File: src/rtl/cpu_pkg.sv
// Shared definitions for the instruction fetch block: widths, FSM states and
// the layout of one fetched entry.
package cpu_pkg;

  localparam int ADDR_W  = 4;
  localparam int INSTR_W = 16;

  typedef enum logic [1:0] {
    IDLE  = 2'd0,
    FETCH = 2'd1,
    DONE  = 2'd2
  } fetch_state_t;

  typedef struct packed {
    logic [ADDR_W-1:0]  pc;
    logic [INSTR_W-1:0] instr;
  } fetch_entry_t;

endpackage

File: src/rtl/fetch_fifo.sv
// Small synchronous FIFO holding fetched {pc, instr} entries. A flush empties
// it in one edge. The head output holds its last shown value while empty.
module fetch_fifo
  import cpu_pkg::*;
#(
  parameter int W     = ADDR_W + INSTR_W,
  parameter int DEPTH = 2,
  localparam int PTR_W = $clog2(DEPTH),
  localparam int CNT_W = PTR_W + 1
) (
  input  logic             clk,
  input  logic             rst,
  input  logic             flush,
  input  logic             push,
  input  logic             pop,
  input  logic [W-1:0]     din,
  output logic [W-1:0]     dout,
  output logic             full,
  output logic             empty,
  output logic [CNT_W-1:0] count
);

  logic [W-1:0]     mem [DEPTH];
  logic [PTR_W-1:0] rd_ptr;
  logic [PTR_W-1:0] wr_ptr;
  logic [W-1:0]     last;
  logic             do_push;
  logic             do_pop;

  assign full    = (count == CNT_W'(DEPTH));
  assign empty   = (count == '0);
  assign do_push = push & ~full & ~flush;
  assign do_pop  = pop & ~empty;
  assign dout    = empty ? last : mem[rd_ptr];

  // Entry storage; written only on an accepted push.
  always_ff @(posedge clk) begin
    if (do_push) mem[wr_ptr] <= din;
  end

  // Pointers and occupancy; reset and flush both empty the queue.
  always_ff @(posedge clk) begin
    if (rst || flush) begin
      rd_ptr <= '0;
      wr_ptr <= '0;
      count  <= '0;
    end else begin
      if (do_push) wr_ptr <= wr_ptr + PTR_W'(1);
      if (do_pop)  rd_ptr <= rd_ptr + PTR_W'(1);
      case ({do_push, do_pop})
        2'b10:   count <= count + CNT_W'(1);
        2'b01:   count <= count - CNT_W'(1);
        default: count <= count;
      endcase
    end
  end

  // Remember the presented head so the output holds once the queue empties.
  always_ff @(posedge clk) begin
    if (rst) last <= '0;
    else     last <= dout;
  end

endmodule

File: src/rtl/instruction_fetch.sv
// Instruction fetch: owns the PC, drives the combinational instruction
// memory, queues each fetched word with its PC and offers the queue head
// to decode over valid/ready. Redirect flushes and reloads the PC.
module instruction_fetch
#(
  parameter int ADDR_W  = cpu_pkg::ADDR_W,
  parameter int INSTR_W = cpu_pkg::INSTR_W,
  parameter int DEPTH   = 2,
  parameter logic [ADDR_W-1:0] RESET_PC = '0,
  parameter logic [ADDR_W-1:0] LAST_PC  = ADDR_W'(14)
) (
  input  logic               clk,
  input  logic               rst,
  input  logic               start,
  input  logic               redirect_valid,
  input  logic [ADDR_W-1:0]  redirect_pc,
  output logic [ADDR_W-1:0]  imem_addr,
  input  logic [INSTR_W-1:0] imem_instr,
  output logic               out_valid,
  input  logic               out_ready,
  output logic [INSTR_W-1:0] out_instr,
  output logic [ADDR_W-1:0]  out_pc,
  output logic [1:0]         state_o,
  output logic               busy
);
  import cpu_pkg::*;

  localparam int W     = ADDR_W + INSTR_W;
  localparam int CNT_W = $clog2(DEPTH) + 1;

  fetch_state_t      state;
  logic [ADDR_W-1:0] pc;
  logic              enq;
  logic              deq;
  logic              fifo_full;
  logic              fifo_empty;
  logic [CNT_W-1:0]  fifo_count_unused;
  logic [W-1:0]      head;

  // A fetch slot exists only in FETCH with room in the queue and no redirect.
  assign enq = (state == FETCH) && !redirect_valid && !fifo_full;
  assign deq = out_valid && out_ready;

  assign imem_addr = pc;
  assign out_valid = !fifo_empty;
  assign out_pc    = head[W-1:INSTR_W];
  assign out_instr = head[INSTR_W-1:0];
  assign state_o   = state;
  assign busy      = (state == FETCH);

  fetch_fifo #(
    .W     (W),
    .DEPTH (DEPTH)
  ) u_fifo (
    .clk   (clk),
    .rst   (rst),
    .flush (redirect_valid),
    .push  (enq),
    .pop   (deq),
    .din   ({pc, imem_instr}),
    .dout  (head),
    .full  (fifo_full),
    .empty (fifo_empty),
    .count (fifo_count_unused)
  );

  // Fetch FSM and PC: reset, then redirect, then normal sequencing.
  always_ff @(posedge clk) begin
    if (rst) begin
      pc    <= RESET_PC;
      state <= IDLE;
    end else if (redirect_valid) begin
      pc    <= redirect_pc;
      state <= FETCH;
    end else begin
      case (state)
        IDLE: begin
          if (start) state <= FETCH;
        end
        FETCH: begin
          if (enq) begin
            if (pc == LAST_PC) state <= DONE;
            else               pc    <= pc + ADDR_W'(1);
          end
        end
        DONE: begin
          state <= DONE;
        end
        default: state <= IDLE;
      endcase
    end
  end

endmodule

File: config.mk
export PLATFORM = sky130hd
export DESIGN_NAME = instruction_fetch
export DESIGN_NICKNAME = d
export VERILOG_FILES = /design/src/rtl/cpu_pkg.sv /design/src/rtl/fetch_fifo.sv /design/src/rtl/instruction_fetch.sv
export SDC_FILE = /design/constraint.sdc
export NUM_CORES = 1
export LEC_CHECK = 0
export BUFFER_PORTS_ARGS = -buffer_cell sky130_fd_sc_hd__buf_4
export CAP_MARGIN = 20
export CORE_ASPECT_RATIO = 0.75
export CORE_MARGIN = 2
export CORE_UTILIZATION = 58
export DETAILED_ROUTE_END_ITERATION = 7
export HOLD_SLACK_MARGIN = 0.08
export PLACE_DENSITY = 0.83
export SYNTH_ARGS = -nofsm -noshare
export SYNTH_HDL_FRONTEND = slang
export SYNTH_SLANG_ARGS = --single-unit
File: constraint.sdc
create_clock -name clk -period 6.9 [get_ports clk]
set_input_delay 0 -clock clk [delete_from_list [all_inputs] [get_ports clk]]
set_output_delay 0 -clock clk [all_outputs]
set_load 0.05 [all_outputs]
==> impl_metrics.py <==
metrics = {
    "outcome": {
        "status": "completed",
    },
    "grt": {
        "globalRouteOverflowTotal": 0,
        "grt_pass1_vias": 1922,
        "grt_max_degree": 42,
        "antenna_found_initial": 0,
        "grt_use_total_pct": 22.5,
        "grt_pass1_wl_mm": 9.05,
    },
    "routing": {
        "vias_per_cell": 5.27,
        "drc": 0,
        "drt_pass1_iterations": 4,
        "num_vias": 1939,
        "drtIter0Drc": 108,
        "wl_per_cell_microns": 15.2,
        "totalWireLength_mm": 5.59,
        "ant_nets": 0,
    },
    "yosys": {
        "yosys.area_share.simple_pct": 11.2,
        "synth_top_family_by_area": "simple AND/OR/NAND/NOR gates",
        "async_flop_share_pct": 0,
        "synth_edf_count": 40,
        "synth_compound_area_share_pct": 8.01,
        "synth_area_leaders": "edfxtp_1 43%, dfxtp_1 22%, mux2i_1 7.6%, nor2b_1 4.8%, o21ai_1 3.8%",
        "synth-xor-area-share_pct": 1.90,
        "netlist_instances": 225,
        "avgSynthCellArea_sq_um": 12.3,
        "ys_types": 32,
        "synth-seq-cells": 71,
        "ys_seq_area_share_pct": 65.9,
        "synth_top_area_share_pct": 43.4,
        "ys_top_cells_by_count": "40 x edfxtp_1, 31 x dfxtp_1, 23 x nand2_1",
        "synthMuxAreaShare_pct": 7.60,
        "yosysMostFrequentCell": "edfxtp_1",
        "synth.yosys.warnings": 0,
        "synthesis.nets": 255,
        "synth.largest_area_cell": "edfxtp_1",
        "synth_fa_ha_area_share_pct": 2.26,
        "ys.flop_type": "edfxtp_1",
        "synthesis.area_sq_mm": 0.00277,
    },
    "die": {
        "dieArea_sq_mm": 0.00534,
        "core-area_sq_mm": 0.00452,
        "die_width_microns": 83.7,
        "io_pins": 53,
        "start_util_pct": 61.2,
        "die_h_microns": 63.8,
        "rows": 21,
    },
    "layout": {
        "syn_to_final_growth_pct": 32.8,
        "multiInputGateArea_sq_um": 862,
        "nFillCells": 253,
        "num_antenna_cells": 0,
        "drive_gt1_share_pct": 23.5,
        "final-seq-area_sq_mm": 0.00182,
        "final_nets": 336,
    },
    "min_path": {
        "hp-start": "out_ready",
        "worst_hold_path_type": "in -> reg",
        "min_path_cells": 4,
        "min_to": "u_fifo.rd_ptr$_SDFFE_PP0P_",
    },
    "pwr": {
        "p_leak_nw": 1.41,
        "vdd_drop_max_mv": 0.196,
        "p_comb_share_pct": 14.7,
        "internal-power_w": 0.000682,
        "p_sw_share_pct": 26.1,
        "p_sw_w": 0.000241,
        "power_density_mw_per_mm2": 251,
        "pwr-share-clk_pct": 34.1,
        "power_frac_seq_pct": 51.2,
    },
    "place": {
        "gp_congestion": 0.855,
        "port_buffers": 52,
        "dp_hpwl_mm": 3.31,
    },
    "cts": {
        "cts_root_buffer": "clkbuf_8",
        "numCtsBuffers": 9,
        "clk_latency_ps": 340,
        "post_cts_buffers": 0,
        "clk_path_buf_depth": 2,
        "path_clk_slew_ps": 70,
        "cts_tree": "done",
        "clock-sinks": 71,
        "htree_levels": 3,
    },
    "timing": {
        "setup_violations": 0,
        "skew_ps": 11.4,
        "period_needed_ps": 2570,
        "rsz0062_at_grt": "false",
        "maxSlewViolCount": 0,
        "min_period_over_period_pct": 37.2,
        "slew_headroom_pct": 30.9,
        "worstMarginPinSlew_ps": 1040,
        "timing.hold.ws_ps": 115,
        "hold_violations": 0,
        "max_freq_mhz": 390,
        "tns_ps": 0,
    },
    "setup_path": {
        "r2r_setup_slack_ps": 4330,
        "timing.rr.end": "imem_addr[3]$_SDFFE_PP0P_",
        "arrival_ps": 2840,
        "cp-end-kind": "register",
        "critPathLaunchType": "register",
        "worstSetupPathType": "reg -> reg",
        "path_max_fanout": 8,
        "r2r-start": "imem_addr[1]$_SDFFE_PP0P_",
        "r2r_cells": 7,
        "crit_required_ps": 7170,
    },
    "job": {
        "drv_cap": 0,
    },
}
## area by class of cell
cell class | instances | share of cell area, %
clock buffer | 10 | 3.48
clock inverter | 6 | 1.67
inverter | 11 | 1.12
multi-input combinational | 133 | 23.5
sequential | 71 | 49.6
tap | 57 | 1.94
timing repair buffer | 80 | 18.7
## layout by cell type, fill, tap and decap left out, drive strengths merged
| cell type | netlist | final |
|---|---|---|
| nand2 | 23 | 23 |
| a211o | 1 | 1 |
| nand4 | 2 | 2 |
| xor2 | 1 | 1 |
| o22ai | 1 | 1 |
| xnor2 | 5 | 5 |
| clkbuf | 4 | 10 |
| and2 | 1 | 1 |
| nand3 | 2 | 2 |
| dfxtp | 31 | 31 |
| nand2b | 1 | 1 |
| nor2 | 8 | 8 |
| a22oi | 1 | 1 |
| edfxtp | 40 | 40 |
| clkinv | 0 | 4 |
| o21ba | 1 | 1 |
| o21a | 2 | 2 |
| bufinv | 0 | 1 |
| a211oi | 2 | 2 |
| a21oi | 7 | 7 |
| or2 | 2 | 2 |
| a311oi | 1 | 1 |
| o21ai | 23 | 23 |
| or3 | 1 | 1 |
| buf | 6 | 54 |
| ha | 5 | 5 |
| mux2i | 21 | 21 |
| inv | 11 | 12 |
| dlygate4sd3 | 0 | 26 |
| nor2b | 21 | 21 |
| and3 | 1 | 1 |
## metal layers
layer	share of wire, %	wire length, microns	track usage (%)
met1	44	2450	26.7
met3	6.1	339	9.30
met5	0	0	0
met4	1.1	63	5.65
met2	49	2740	38.5
## state kept, by name, indices dropped and copies added (netlist names), named ones only
signal and cells:
u_fifo.rd_ptr 1, u_fifo.wr_ptr 1, u_fifo.mem 40, state_o 2, u_fifo.last 20, imem_addr 4, u_fifo.count 2
## worst max-delay path: stages, from the launching register on
cell and delay, ps:
dfxtp_1 480, ha_1 260, nand2_1 100, a311oi_1 360, a21oi_1 60, dlygate4sd3_1 570, a21oi_1 120, dlygate4sd3_1 550
## stage by stage
stage	area (sq um)	power [W]	setup slack (ps)	utilization, %	instances
floorplan	2770	0.000561	3870	-	225
global placement	3190	0.000599	4670	70.7	325
detailed placement	3190	0.000602	4610	70.7	325
CTS	3640	0.000925	4510	80.6	367
global route	3670	0.000954	4250	81.2	368
finish	3670	0.000923	4330	81.2	368
## power by group through the flow
stage	clock network, W	registers [W]	logic (W)
floorplan	0	0.000489	0.0000721
global placement	0	0.000481	0.000118
detailed placement	0	0.000482	0.000120
CTS	0.000320	0.000473	0.000132
global route	0.000336	0.000474	0.000145
finish	0.000315	0.000473	0.000135
## what timing repair did
action                                 CTS  global route
hold buffers                            26             0
endpoints found under the hold margin   57             0
gates resized for setup                  0             0
## worst max-delay path by stage
stage | start | end | slack [ps] | cells past startpoint
after global placement | state_o[1]$_SDFFE_PP0P_ | u_fifo.mem[1][7]$_DFFE_PP_ | 4670 | 5
after global routing | imem_addr[1]$_SDFFE_PP0P_ | imem_addr[3]$_SDFFE_PP0P_ | 4250 | 7
after CTS | imem_addr[1]$_SDFFE_PP0P_ | imem_addr[3]$_SDFFE_PP0P_ | 4510 | 7
final | imem_addr[1]$_SDFFE_PP0P_ | imem_addr[3]$_SDFFE_PP0P_ | 4330 | 7
after detailed placement | state_o[1]$_SDFFE_PP0P_ | u_fifo.mem[0][7]$_DFFE_PP_ | 4610 | 5
after floorplan | state_o[0]$_SDFFE_PP0P_ | u_fifo.mem[0][0]$_DFFE_PP_ | 3870 | 4
## cells by family after synthesis
family,Yosys count
flops,71
fa+ha+maj,5
xor+xnor,6
mux,21
simple gates,62
compound gates,39
buf+inv,21
Power figures use the tool's default switching activity.
